<file path="config.mk">
export PLATFORM = sky130hd
export DESIGN_NAME = ifetch_unit
export DESIGN_NICKNAME = d
export VERILOG_FILES = /design/src/rtl/ifetch_unit.sv
export SDC_FILE = /design/constraint.sdc
export NUM_CORES = 1
export LEC_CHECK = 0
export ABC_AREA = 1
export BUFFER_PORTS_ARGS = -buffer_cell sky130_fd_sc_hd__buf_4
export CAP_MARGIN = 15
export CORE_UTILIZATION = 30
export CTS_CLUSTER_DIAMETER = 120
export CTS_CLUSTER_SIZE = 16
export DETAILED_ROUTE_END_ITERATION = 10
export HOLD_SLACK_MARGIN = 0.12
export PLACE_DENSITY = 0.63
export SYNTH_ARGS = -nofsm -noshare
export SYNTH_HDL_FRONTEND = slang
export SYNTH_SLANG_ARGS = --single-unit
</file>
<file path="constraint.sdc">
create_clock -name CLK -period 2.8 [get_ports CLK]
set_clock_uncertainty 0.05 [all_clocks]
set_input_delay 0.14 -clock CLK [delete_from_list [all_inputs] [get_ports CLK]]
set_output_delay 0.14 -clock CLK [all_outputs]
set_load 0.02 [all_outputs]
</file>
<file path="src/rtl/ifetch_unit.sv">
// ifetch_unit: pipeline fetch stage feeding the IF/ID register.
// Owns the PC, drives the icache request, and handles stalls, branch/jump
// redirects (including a redirect that arrives during an icache miss) and halt.
// Optional feature: define IFETCH_BTB_EN to add a direct-mapped branch target
// buffer that predicts next_pc in RUN; without it next_pc is always pc+4.
module ifetch_unit #(
    parameter logic [31:0] PC_RESET    = 32'h0000_0000,
    parameter int          BTB_ENTRIES = 4
) (
    input  logic        CLK,
    input  logic        nRST,
    input  logic        ihit,
    input  logic [31:0] imemload,
    output logic        imemREN,
    output logic [31:0] imemaddr,
    input  logic        stall,
    input  logic        redirect,
    input  logic [31:0] redirect_pc,
    input  logic        halt,
    input  logic        btb_wen,
    input  logic [31:0] btb_pc,
    input  logic [31:0] btb_target,
    output logic [31:0] instr_out,
    output logic [31:0] pc_out,
    output logic [31:0] pcplusfour_out,
    output logic        fetch_valid,
    output logic        flush
);

    // RUN: normal fetch. DRAIN: waiting out a miss whose word will be dropped.
    // HALTED: fetch stopped until reset.
    typedef enum logic [1:0] {
        RUN    = 2'd0,
        DRAIN  = 2'd1,
        HALTED = 2'd2
    } state_t;

    state_t      state, state_next;
    logic [31:0] pc, pc_next;
    logic [31:0] pending_pc, pending_next;
    logic [31:0] pc_plus4;
    logic [31:0] next_pc;
    logic [31:0] redirect_aligned;

    assign pc_plus4         = pc + 32'd4;
    // Redirect targets are word aligned; low bits are dropped on capture.
    assign redirect_aligned = redirect_pc & ~32'h3;

    assign imemaddr       = pc;
    assign instr_out      = imemload;
    assign pc_out         = pc;
    assign pcplusfour_out = pc_plus4;

`ifdef IFETCH_BTB_EN
    localparam int IDX_W = $clog2(BTB_ENTRIES);
    localparam int TAG_W = 30 - IDX_W;

    logic [BTB_ENTRIES-1:0] btb_valid;
    logic [TAG_W-1:0]       btb_tag [BTB_ENTRIES];
    logic [31:0]            btb_tgt [BTB_ENTRIES];
    logic [IDX_W-1:0]       rd_idx, wr_idx;
    logic                   btb_hit;
    logic                   unused_bits;

    assign rd_idx      = pc[2 +: IDX_W];
    assign wr_idx      = btb_pc[2 +: IDX_W];
    assign btb_hit     = btb_valid[rd_idx] && (btb_tag[rd_idx] == pc[31 -: TAG_W]);
    assign next_pc     = btb_hit ? btb_tgt[rd_idx] : pc_plus4;
    assign unused_bits = ^btb_pc[1:0];

    // BTB valid bits: cleared on reset, set by an update.
    always_ff @(posedge CLK or negedge nRST) begin
        if (!nRST) begin
            btb_valid <= '0;
        end else if (btb_wen) begin
            btb_valid[wr_idx] <= 1'b1;
        end
    end

    // BTB tag/target storage; a same-cycle lookup still sees the old entry.
    // NOTE: storage arrays are deliberately not reset; the valid bits alone
    // make stale contents harmless, and leaving them unreset keeps them RAM-able.
    always_ff @(posedge CLK) begin
        if (btb_wen) begin
            btb_tag[wr_idx] <= btb_pc[31 -: TAG_W];
            btb_tgt[wr_idx] <= btb_target;
        end
    end
`else
    logic unused_bits;

    assign next_pc     = pc_plus4;
    assign unused_bits = ^{btb_wen, btb_pc, btb_target};
`endif

    // State, PC and pending-redirect registers.
    // NOTE: sequential state uses non-blocking assignments so every register
    // samples the pre-edge values, independent of statement order.
    always_ff @(posedge CLK or negedge nRST) begin
        if (!nRST) begin
            state      <= RUN;
            pc         <= PC_RESET;
            pending_pc <= '0;
        end else begin
            state      <= state_next;
            pc         <= pc_next;
            pending_pc <= pending_next;
        end
    end

    // Next-state, next-PC and handshake outputs.
    always_comb begin
        // NOTE: defaults first, so no path through the case leaves a signal
        // unassigned and no latch is inferred.
        state_next   = state;
        pc_next      = pc;
        pending_next = pending_pc;
        imemREN      = 1'b1;
        fetch_valid  = 1'b0;
        flush        = 1'b0;

        case (state)
            RUN: begin
                if (halt) begin
                    state_next = HALTED;
                end else if (redirect) begin
                    flush = 1'b1;
                    if (ihit) begin
                        pc_next = redirect_aligned;
                    end else begin
                        // Keep pc on the missing address until the icache returns.
                        pending_next = redirect_aligned;
                        state_next   = DRAIN;
                    end
                end else begin
                    fetch_valid = ihit;
                    if (ihit && !stall) begin
                        pc_next = next_pc;
                    end
                end
            end

            DRAIN: begin
                if (halt) begin
                    state_next = HALTED;
                end else begin
                    if (redirect) begin
                        flush        = 1'b1;
                        pending_next = redirect_aligned;
                    end
                    if (ihit) begin
                        // Returned word is dropped; youngest redirect wins.
                        pc_next    = redirect ? redirect_aligned : pending_pc;
                        state_next = RUN;
                    end
                end
            end

            HALTED: begin
                imemREN = 1'b0;
            end

            default: begin
                state_next = RUN;
            end
        endcase
    end

endmodule

</file>
==> run summary, run 1 <==
======================================================================================================
Wire length of the first global-routing pass                                                  21000 um
Result of the run                                                                         finished, violations left
Clock transition at the register clock pins on the worst setup and hold paths after CTS        0.06 ns
DRC violation total after the first TritonRoute iteration                                          362
Worst-Skew Late Latency                                                                        0.34 ns
Setup violations, final                                                                              0
Overall Global Routing Usage                                                                    16.98%
Hold_buf cts                                                                                        21
Capture point of the worst path                                                           pcplusfour_out[14]
Total detailed-routing wirelength                                                             12790 um
Fraction of the cycle the final worst path needs                                                80.82%
Total CTS buffers                                                                                    9
Cell area after placement                                                                   5219 sq um
Clk buf depth                                                                                        2
Pre-antenna DRT Iters                                                                                7
Post-route core utilization                                                                     38.70%
Routed via count                                                                                  4177
Gates resized, CTS repair                                                                            0
Height of the die                                                                             125.3 um
Setup TNS Final                                                                                   0 ns
Chip Width                                                                                    125.3 um
Routability cong.                                                                               0.8314
Startpoint of the worst-slack reg-to-reg timing path                                          state[1]
Antenna Nets Post-Route                                                                              0
Register area share after synthesis                                                             36.19%
Crit Path Category                                                                        flop to output port
Proportion of layout cells with a drive suffix above 1                                          22.89%
Post-Synthesis Net Count                                                                           796
Max-slew violation count                                                                             0
Area enclosed by the die boundary                                                          15710 sq um
Total grt overflow                                                                                   0
CP max stage cell                                                                         sky130_fd_sc_hd__dfrtp_1
Top cell type by total area after synthesis                                               sky130_fd_sc_hd__dfrtp_1
Highest net fanout along the worst path                                                              6
Setup repair after global routing missed its margin                                              false
Critical register-to-register path endpoint                                               imemaddr[12]
Mean instance size in the synthesized netlist                                              6.914 sq um
List of cells traversed by the critical path                                              ha_1 > nand2_1 > nor2_1 > nand2_1 > nor2_2 > xnor2_1 > inv_1 > buf_4
Total power consumption of the routed design                                                0.003848 W
Relative slew slack                                                                             40.54%
Register-to-Register Path Depth                                                                      9
P per Cell Area                                                                           676.4 nW/um^2
Cell-internal power                                                                         0.002381 W
Worst hold-check path type                                                                primary input to flop
Via density per instance                                                                         4.487
Leading register cell type out of synthesis                                               sky130_fd_sc_hd__dfrtp_1
WP depth                                                                                             8
Buffers plus inverters on the worst setup path                                                       2
EDFF count, synth                                                                                    0
Startpoint class of the critical path                                                             flop
Clock tree from TritonCTS                                                                         done
Worst Hold Margin                                                                            0.1444 ns
Buffers inserted by post-CTS timing repair                                                           0
Relative contribution of sequential cells to total power                                         35.1%
Worst IR drop on VDD                                                                         0.2725 mV
Gate power share                                                                                 37.9%
Area added between synthesis and finish                                                         24.68%
Proportion of netlist area held by the largest area contributor                                 36.19%
Endpoint class of the critical path                                                        output port
Antenna violations before repair                                                                     0
Initial core utilization                                                                        31.04%
Number of rows created at floorplan                                                                 44
Clock Power Share                                                                                27.0%
LEAKAGE                                                                                       3.048 nW
Cell at the root of the clock tree                                                        sky130_fd_sc_hd__clkbuf_16
Crit path top cell by count                                                               sky130_fd_sc_hd__nand2_1
Startpoint of the most critical setup path                                                 imemaddr[3]
Mapped cell area                                                                            4563 sq um
Maximum number of pins on one net before global-route repair                                        67
Syn Inst Count                                                                                     660
Worst-margin pin slew                                                                        0.8919 ns
Required arrival time at the worst endpoint                                                    2.61 ns
Number of global-route vias before repair                                                         4022
Cell area after layout                                                                      5689 sq um
Synthesized flop and latch total                                                                    66
Routed length per placed instance                                                             13.74 um
Slack of the worst reg-to-reg path                                                             0.77 ns
Number of warning messages in the yosys log                                                          0
Sink count of the clock tree                                                                        66
Highest achievable clock rate                                                               0.4419 GHz
Inserted Diodes                                                                                      0
Count of nets after finishing                                                                      881
Delay-heaviest family, CP                                                                 simple AND/OR/NAND/NOR gates
Hold violation count in the final report                                                             0
Min cycle time layout                                                                         2.263 ns
Violated checks                                                                           design-rule violations
Final HPWL DP                                                                                  9295 um
Peak per-stage delay on the critical path                                                      0.43 ns
Switching part of the total                                                                     38.14%
Post-synthesis async set-or-reset flop share                                                    100.0%
Crit path DAT                                                                                  2.07 ns
Max-cap violation count                                                                              0
Total number of H-tree levels                                                                        3
Top cells by area in the synthesized netlist                                              sky130_fd_sc_hd__dfrtp_1 (36%), sky130_fd_sc_hd__nand2_1 (18%), sky130_fd_sc_hd__buf_4 (12%)
Core ar.                                                                                   14700 sq um
Port Buffers                                                                                       134
Synth unique cells                                                                                  35
DRC                                                                                                 14
Boundary pin count                                                                                 266
Net switching component of the power                                                        0.001468 W
======================================================================================================
## state kept, by name (all words and copies together) (netlist names)
signal      flops
imemaddr       32
pending_pc     32
state           2
## worst min-delay path, delay by kind of cell
family,cells,cell delay [ns]
compound gates,1,0.10
buf+inv,1,0.13
simple gates,1,0.12
## through the flow
stage	setup WS, ns	instances
global route	0.3058	931
finish	0.5370	931
detailed placement	0.7613	897
global placement	0.7879	897
floorplan	0.9336	660
CTS	0.4861	931
## kinds of logic (layout without fill, tap and decap cells)
kind of cell | after synthesis | after routing | share of synthesized area, %
AND/OR/NAND/NOR | 337 | 337 | 30.46
AO/OA/AOI/OAI | 98 | 98 | 11.65
buffers and inverters | 143 | 230 | 18.48
adder cells (fa/ha/maj) | 1 | 1 | 0.2742
flip-flops | 66 | 66 | 36.19
XOR/XNOR | 14 | 14 | 2.687
multiplexers | 1 | 1 | 0.2468
## cell usage after synthesis (all sizes together), types with 3 or more instances
| master | count |
|---|---|
| or2 | 8 |
| buf | 81 |
| nand3 | 18 |
| clkbuf | 4 |
| nand2 | 226 |
| dfrtp | 66 |
| nor2 | 82 |
| o21ai | 57 |
| a21boi | 8 |
| o22ai | 3 |
| inv | 58 |
| a21oi | 26 |
| xnor2 | 8 |
| xor2 | 6 |
## cells in the final DEF, fill, tap and decap left out
| master | n |
|---|---|
| sky130_fd_sc_hd__nand2_1 | 222 |
| sky130_fd_sc_hd__buf_4 | 137 |
| sky130_fd_sc_hd__nor2_1 | 73 |
| sky130_fd_sc_hd__dfrtp_1 | 66 |
| sky130_fd_sc_hd__inv_1 | 56 |
| sky130_fd_sc_hd__o21ai_0 | 54 |
| sky130_fd_sc_hd__a21oi_1 | 26 |
| sky130_fd_sc_hd__dlygate4sd3_1 | 21 |
| sky130_fd_sc_hd__nand3_1 | 17 |
| sky130_fd_sc_hd__clkbuf_16 | 9 |
| sky130_fd_sc_hd__xnor2_1 | 8 |
| sky130_fd_sc_hd__a21boi_1 | 8 |
| sky130_fd_sc_hd__xor2_1 | 6 |
| sky130_fd_sc_hd__nor2_4 | 5 |
| sky130_fd_sc_hd__nand2_2 | 4 |
| sky130_fd_sc_hd__or2_2 | 4 |
| sky130_fd_sc_hd__nor2_2 | 3 |
| sky130_fd_sc_hd__or2_0 | 3 |
| sky130_fd_sc_hd__o22ai_1 | 3 |
| sky130_fd_sc_hd__and2_1 | 2 |
| sky130_fd_sc_hd__o21ai_1 | 2 |
| sky130_fd_sc_hd__a2bb2oi_1 | 2 |
| sky130_fd_sc_hd__clkbuf_1 | 2 |
| sky130_fd_sc_hd__clkbuf_8 | 2 |
| sky130_fd_sc_hd__inv_2 | 1 |
| sky130_fd_sc_hd__nor3_1 | 1 |
| sky130_fd_sc_hd__o211ai_1 | 1 |
| sky130_fd_sc_hd__nand3_2 | 1 |
| sky130_fd_sc_hd__or2_1 | 1 |
| sky130_fd_sc_hd__o21ai_2 | 1 |
| sky130_fd_sc_hd__nor2_8 | 1 |
| sky130_fd_sc_hd__inv_4 | 1 |
| sky130_fd_sc_hd__a2111oi_0 | 1 |
| sky130_fd_sc_hd__mux2_2 | 1 |
| sky130_fd_sc_hd__ha_1 | 1 |
| sky130_fd_sc_hd__buf_12 | 1 |
## layer usage
| layer | wire length (um) | global-route usage [%] | vias up |
|---|---|---|---|
| li1 | - | - | 2166 |
| met1 | 6209 | 23.26 | 1880 |
| met2 | 5720 | 26.36 | 115 |
| met3 | 633 | 3.252 | 16 |
| met4 | 225 | 6.671 | 0 |
| met5 | 0 | 0 | - |
## layout make-up
| class | count | area (sq um) |
|---|---|---|
| flip-flops and latches | 66 | 1652 |
| multi-input cells | 451 | 2068 |
| well taps | 184 | 230.2 |
| clock buffers | 13 | 260.3 |
| repair buffers | 159 | 1259 |
| inverters | 58 | 220.2 |
| fillers | 1571 | 9010 |
## power by group through the flow
| stage | clock [W] | sequential (W) | combinational [W] |
|---|---|---|---|
| 5_1_grt | 0.00109 | 0.00139 | 0.00160 |
| 3_3_place_gp | 0 | 0.00136 | 0.00143 |
| 2_1_floorplan | 0 | 0.00142 | 0.000908 |
| 3_5_place_dp | 0 | 0.00137 | 0.00145 |
| 6_report | 0.00104 | 0.00135 | 0.00146 |
| 4_1_cts | 0.00106 | 0.00135 | 0.00147 |
## how the worst min path moves through the flow
| stage | from | endpoint | slack [ns] | cells after the start |
|---|---|---|---|---|
| after floorplan | nRST | imemaddr[0] | -0.21 | 0 |
| after global placement | imemload[12] | instr_out[12] | 0.23 | 0 |
| after detailed placement | imemload[12] | instr_out[12] | 0.23 | 0 |
| after CTS | ihit | imemaddr[1] | 0.14 | 3 |
| after global routing | ihit | imemaddr[1] | 0.18 | 3 |
| final | ihit | imemaddr[1] | 0.14 | 3 |
Note: power is estimated with default switching activity, not from simulation.
==> run 2, diff against run 1 <==
Settings changed: PLACE_DENSITY 0.63 to 0.65.
Clock period 2.8 ns to 1.9 ns, I/O delays scaled along.
==> run summary, run 2 (synthesis gave the netlist of run 1 again) <==
======================================================================================================
Result of the run                                                                         finished, violations left
Violated checks                                                                           design-rule violations, negative setup slack
Post-route setup slack                                                                     -0.04257 ns   -0.5796 ns
DRC violation total after the first TritonRoute iteration                                          299   -17%
Cell count after placement                                                                         908   +1.2%
Boundary pin count                                                                                 266   unchanged
Port Buffers                                                                                       134   unchanged
Total detailed-routing wirelength                                                             13130 um   +2.6%
Sink count of the clock tree                                                                        66   unchanged
Endpoint class of the critical path                                                        output port
Filler Cells Inserted                                                                             1519   -3.3%
Required arrival time at the worst endpoint                                                    1.75 ns   -0.86 ns
Highest signal layer in the routed design                                                         met4
Highest net fanout along the worst path                                                              5   -1
Hold violation count in the final report                                                             0   unchanged
Routed via count                                                                                  4357   +4.3%
Pre-antenna DRT Iters                                                                                8   +1
Delay-heaviest family, CP                                                                 simple AND/OR/NAND/NOR gates
Clk buf depth                                                                                        2   unchanged
Inserted Diodes                                                                                      0   unchanged
Cell Count, Final, Fillers Out                                                                     969   +4.1%
Startpoint class of the critical path                                                             flop
Area added between synthesis and finish                                                         37.98%
Min cycle time layout                                                                         1.943 ns
Cell area after placement                                                                   5326 sq um   +2.1%
Clock transition at the register clock pins on the worst setup and hold paths after CTS        0.06 ns   about the same
Net switching component of the power                                                        0.002332 W   +59%
Setup violations, final                                                                              5   +5
Number of rows created at floorplan                                                                 44   unchanged
Relative slew slack                                                                             68.26%   +28 points
Height of the die                                                                             125.3 um   unchanged
Relative contribution of sequential cells to total power                                         31.9%   -3.2 points
Crit Path Category                                                                        flop to output port
Chip Width                                                                                    125.3 um   unchanged
LEAKAGE                                                                                       3.314 nW   +8.7%
Routed length on met3                                                                           615 um   -2.8%
Highest achievable clock rate                                                               0.5148 GHz
Peak per-stage delay on the critical path                                                      0.42 ns   about the same
Via density per instance                                                                         4.496   +0.22%
Total number of H-tree levels                                                                        3   unchanged
Total CTS buffers                                                                                    9   unchanged
Crit path DAT                                                                                  1.80 ns   -0.27 ns
Maximum number of pins on one net before global-route repair                                        53   -21%
Core ar.                                                                                   14700 sq um   unchanged
DRC                                                                                                 11   -3
Max-cap violation count                                                                              0   unchanged
Total grt overflow                                                                                   0   unchanged
Routed length per placed instance                                                             13.55 um   -1.4%
Worst Hold Margin                                                                            0.1363 ns   -0.008046 ns
Initial core utilization                                                                        31.04%   unchanged
Clock tree from TritonCTS                                                                         done
Gate power share                                                                                 41.8%   +3.9 points
Worst IR drop on VDD                                                                         0.4757 mV   +75%
Count of nets after finishing                                                                      916   +4.0%
Most common cell after layout, fill and taps aside                                        sky130_fd_sc_hd__nand2_1
Setup repair after global routing missed its margin                                               true
Commonest cells after routing, fill and taps aside                                        sky130_fd_sc_hd__nand2_1 (203), sky130_fd_sc_hd__buf_4 (147), sky130_fd_sc_hd__nor2_1 (63), sky130_fd_sc_hd__inv_1 (54)
Clock Power Share                                                                                26.3%   -0.7 points
CP max stage cell                                                                         sky130_fd_sc_hd__dfrtp_1
P per Cell Area                                                                           979.0 nW/um^2   +45%
Area enclosed by the die boundary                                                          15710 sq um   unchanged
Worst hold-check path type                                                                primary input to flop
Buffers plus inverters on the worst setup path                                                       1   -1
Post-route core utilization                                                                     42.83%   +4.1 points
Switching part of the total                                                                     37.83%   -0.30 points
Proportion of layout cells with a drive suffix above 1                                          33.38%   +10 points
Worst-Skew Late Latency                                                                        0.34 ns   about the same
Final HPWL DP                                                                                  9489 um   +2.1%
Overall Global Routing Usage                                                                    16.80%   -0.18 points
Cell at the root of the clock tree                                                        sky130_fd_sc_hd__clkbuf_16
Number of global-route vias before repair                                                         3996   -0.65%
List of cells traversed by the critical path                                              ha_4 > nand2_4 > nor2_4 > nand2_4 > nor2_4 > nand3_1 > nand2_2 > buf_6
Routability cong.                                                                               0.8495   +2.2%
Worst-margin pin slew                                                                        0.4760 ns   -0.4159 ns
Wire length of the first global-routing pass                                                  20680 um   -1.5%
Antenna violations before repair                                                                     0   unchanged
Fraction of the cycle the final worst path needs                                                102.2%
Antenna Nets Post-Route                                                                              0   unchanged
Routed met2 length                                                                             6002 um   +4.9%
Cell area after layout                                                                      6296 sq um   +11%
Routed metal-1 wire length                                                                     6283 um   +1.2%
Max-slew violation count                                                                             0   unchanged
Cell-internal power                                                                         0.003832 W   +61%
======================================================================================================
==> run 2: timing repair <==
item,in CTS,in global routing
buffers inserted,9,12
setup endpoints to repair,22,30
pin swaps,14,20
endpoints found under the hold margin,91,0
resized for setup,53,34
hold buffers,24,0
cloned,0,0
==> run 2: path summary, 6_finish.rpt <==
kind | start | to | slack (ns) | cells past startpoint
worst max-delay path | imemaddr[3] | pcplusfour_out[26] | -0.04 | 8
worst min-delay path | redirect_pc[7] | pending_pc[7] | 0.14 | 5
worst max register to register | state[1] | imemaddr[18] | 0.18 | 9
worst min register to register | pending_pc[0] | pending_pc[0] | 0.42 | 2
max in group asynchronous | nRST | imemaddr[13] | 1.04 | 3
min in group asynchronous | nRST | imemaddr[8] | 0.21 | 2
==> run 2: layer usage <==
layer	global-route usage (%)	vias to the layer above
li1	-	2234
met1	22.71	1984
met2	26.29	124
met3	3.252	15
met4	6.887	0
met5	0	-
==> run 2: metrics by stage <==
| stage | worst slack (ns) | TNS [ns] | total power [W] |
|---|---|---|---|
| after floorplan | 0.03355 | 0 | 0.003436 |
| after global placement | 0.07825 | 0 | 0.004155 |
| after detailed placement | 0.07823 | 0 | 0.004184 |
| after CTS | -0.02763 | -0.1476 | 0.006022 |
| after global routing | -0.1157 | -1.190 | 0.006494 |
| final | -0.04257 | -0.1423 | 0.006164 |
==> run 2: power by group through the flow <==
| stage | registers, W | clock network, W | logic, W |
|---|---|---|---|
| after floorplan | 0.00210 | 0 | 0.00134 |
| after global placement | 0.00198 | 0 | 0.00218 |
| after detailed placement | 0.00199 | 0 | 0.00220 |
| after CTS | 0.00197 | 0.00165 | 0.00240 |
| after global routing | 0.00201 | 0.00170 | 0.00278 |
| final | 0.00197 | 0.00162 | 0.00258 |
==> run 2: tightest hold or removal path: stages <==
cell	delay (ns)
sky130_fd_sc_hd__buf_4	0.11
sky130_fd_sc_hd__inv_1	0.04
sky130_fd_sc_hd__nand2_1	0.04
sky130_fd_sc_hd__o21ai_0	0.10
sky130_fd_sc_hd__o21ai_0	0.09
==> run 2: cell type report <==
cell class | count | area [sq um] | area share, %
Multi-Input combinational cell | 451 | 2263 | 35.95
Sequential cell | 66 | 1669 | 26.51
Timing Repair Buffer | 194 | 1629 | 25.87
Clock buffer | 14 | 274.0 | 4.352
Tap cell | 184 | 230.2 | 3.657
Inverter | 58 | 220.2 | 3.498
Clock inverter | 2 | 10.01 | 0.1590
==> run 3, diff against run 2 <==
Settings changed: CELL_PAD_IN_SITES_DETAIL_PLACEMENT set to 1, CELL_PAD_IN_SITES_GLOBAL_PLACEMENT set to 2, CORE_UTILIZATION 30 to 20, PLACE_DENSITY 0.65 to 0.82.
==> run summary, run 3 (synthesis gave the netlist of run 1 again) <==
======================================================================================================
Height of the die                                                                             153.1 um   +22%
Proportion of layout cells with a drive suffix above 1                                          37.73%   +4.4 points
Cell at the root of the clock tree                                                        sky130_fd_sc_hd__clkbuf_16
Total detailed-routing wirelength                                                             16100 um   +23%
Area enclosed by the die boundary                                                          23420 sq um   +49%
Most common cell after layout, fill and taps aside                                        sky130_fd_sc_hd__nand2_1
Crit path DAT                                                                                  1.81 ns   about the same
FF+latch area                                                                               1667 sq um   -0.15%
Routed metal-1 wire length                                                                     7495 um   +19%
Total CTS buffers                                                                                    9   unchanged
Delay-heaviest family, CP                                                                 simple AND/OR/NAND/NOR gates
Worst-Skew Late Latency                                                                        0.35 ns   about the same
Endpoint class of the critical path                                                        output port
Sink of the worst hold path                                                               pending_pc[16]
Antenna Nets Post-Route                                                                              0   unchanged
Highest signal layer in the routed design                                                         met4
Commonest cells after routing, fill and taps aside                                        sky130_fd_sc_hd__nand2_1 (193), sky130_fd_sc_hd__buf_4 (160), sky130_fd_sc_hd__nor2_1 (59), sky130_fd_sc_hd__dfrtp_1 (54), sky130_fd_sc_hd__inv_1 (53)
Result of the run                                                                         finished, violations left
Wire length of the first global-routing pass                                                  25360 um   +23%
Relative slew slack                                                                             70.35%   +2.1 points
Antenna violations before repair                                                                     1   +1
Total grt overflow                                                                                   0   unchanged
Post-placement worst setup slack                                                            0.07418 ns   -0.004057 ns
Pre-antenna DRT Iters                                                                                4   -4
Crit path top cell by count                                                               sky130_fd_sc_hd__nor2_4
DRC violation total after the first TritonRoute iteration                                          138   -54%
Setup repair after global routing missed its margin                                               true
Initial core utilization                                                                        20.65%   -10 points
Post-route setup slack                                                                     -0.05756 ns   -0.01499 ns
Register-to-Register Path Depth                                                                     12   +3
Max-cap violation count                                                                              0   unchanged
Boundary pin count                                                                                 266   unchanged
Total power consumption of the routed design                                                0.006444 W   +4.5%
DRC                                                                                                  0   -11
Final HPWL DP                                                                                 11860 um   +25%
Overall Global Routing Usage                                                                    13.90%   -2.9 points
Number of rows created at floorplan                                                                 54   +23%
Highest achievable clock rate                                                               0.5108 GHz   -0.77%
Setup violations, final                                                                             11   +6
Hold violation count in the final report                                                             0   unchanged
LEAKAGE                                                                                       3.452 nW   +4.2%
Chip Width                                                                                    153.1 um   +22%
Number of global-route vias before repair                                                         4588   +15%
Peak per-stage delay on the critical path                                                      0.41 ns   about the same
Via density per instance                                                                         4.161   -7.5%
Slack of the worst reg-to-reg path                                                             0.08 ns   -0.10 ns
P per Cell Area                                                                           959.1 nW/um^2   -2.0%
Fraction of the cycle the final worst path needs                                                103.0%   +0.79 points
Worst-margin pin slew                                                                        0.4447 ns   -0.03137 ns
Routed length on met3                                                                           774 um   +26%
Maximum number of pins on one net before global-route repair                                        54   +1.9%
Critical register-to-register path endpoint                                               imemaddr[30]
Clock tree from TritonCTS                                                                         done
Worst IR drop on VDD                                                                         0.4031 mV   -15%
Worst hold-check path type                                                                primary input to flop
Core ar.                                                                                   22090 sq um   +50%
Routed via count                                                                                  4510   +3.5%
Total number of H-tree levels                                                                        3   unchanged
Filler Cells Inserted                                                                             2695   +77%
Buffers plus inverters on the worst setup path                                                       2   +1
Sink count of the clock tree                                                                        66   unchanged
Routed met2 length                                                                             7553 um   +26%
Count of nets after finishing                                                                      934   +2.0%
Startpoint of the worst-slack reg-to-reg timing path                                       imemaddr[3]
Highest net fanout along the worst path                                                              4   -1
Violated checks                                                                           negative setup slack
Max-slew violation count                                                                             0   unchanged
Worst hold path cell count                                                                           4   -1
Required arrival time at the worst endpoint                                                    1.75 ns   about the same
Routability cong.                                                                               0.7933   -6.6%
Port Buffers                                                                                       134   unchanged
Clk buf depth                                                                                        2   unchanged
Crit Path Category                                                                        flop to output port
Hold path startpoint                                                                      redirect_pc[16]
Area added between synthesis and finish                                                         47.24%
List of cells traversed by the critical path                                              ha_4 > nand2_4 > nor2_4 > nand2_2 > nor2_4 > xnor2_2 > inv_1 > buf_6
Routed length per placed instance                                                             14.85 um   +9.6%
Area of combinational cells with multiple inputs                                            2380 sq um   +5.1%
Startpoint class of the critical path                                                             flop
Min cycle time layout                                                                         1.958 ns   +0.01499 ns
CP max stage cell                                                                         sky130_fd_sc_hd__dfrtp_1
Post-route core utilization                                                                     30.41%   -12 points
Clock transition at the register clock pins on the worst setup and hold paths after CTS        0.06 ns   about the same
======================================================================================================
run 3: cell types whose count changed in the layout (fill, tap and decap cells not counted), sizes merged:
| cell | before | now |
|---|---|---|
| clkbuf | 14 | 10 |
| clkinv | 2 | 3 |
| bufinv | 0 | 1 |
| clkinvlp | 0 | 2 |
| inv | 58 | 59 |
| diode | 0 | 1 |
| buf | 170 | 187 |
run 3: worst max path at each step:
stage | start | slack, ns | depth (start not counted) | to
finish | imemaddr[3] | -0.06 | 8 | pcplusfour_out[16]
global route | imemaddr[3] | -0.16 | 8 | pcplusfour_out[24]
CTS | imemaddr[3] | -0.07 | 9 | pcplusfour_out[27]
detailed placement | state[1] | 0.07 | 9 | imemaddr[17]
global placement | imemaddr[2] | 0.1 | 8 | pcplusfour_out[18]
floorplan | imemaddr[2] | 0.03 | 7 | imemaddr[15]
run 3: timing repair:
item,4_1_cts,5_1_grt
pin swaps,26,30
hold buffers,24,0
buffers inserted,14,14
hold endpoints to repair,89,0
setup endpoints to repair,23,32
gates resized for setup,82,36
cloned,0,1
run 3: worst min-delay path, delay by kind of cell:
kind / cells / cell delay [ns]
AOI/OAI and AO/OA: 2 / 0.23
and+or+nand+nor: 1 / 0.09
buffers and inverters: 1 / 0.08
run 3: final cells by class:
cell class              instances  area share [%]
repair buffers                212           26.87
flip-flops and latches         66           24.80
clock buffers                   9           3.352
inverters                      58           3.277
multi-input cells             451           35.42
clock inverters                 7           1.024
diodes                          1         0.03724
well taps                     280           5.214
run 3: where the power goes:
group | leakage [nW] | internal (W) | switching [W]
Combinational | 2.52 | 0.00125 | 0.00151
Clock | 0.142 | 0.00101 | 0.000695
Sequential | 0.787 | 0.00168 | 0.000288
Total | 3.45 | 0.00395 | 0.00250
run 3: metal layers:
metal / vias up / GRT usage (%)
met3: 17 / 2.807
met5: - / 0
met4: 0 / 5.820
met2: 102 / 21.92
met1: 2130 / 18.42
li1: 2261 / -
run 3: metrics by stage:
stage | std cells | instance area, sq um | setup TNS, ns | hold WS [ns]
after floorplan | 660 | 4563 | 0 | -0.2506
after global placement | 1014 | 5534 | 0 | 0.02491
after detailed placement | 1014 | 5534 | 0 | 0.03260
after CTS | 1068 | 6452 | -0.8656 | 0.1297
after global routing | 1084 | 6719 | -2.313 | 0.1400
final | 1084 | 6719 | -0.3052 | 0.1324
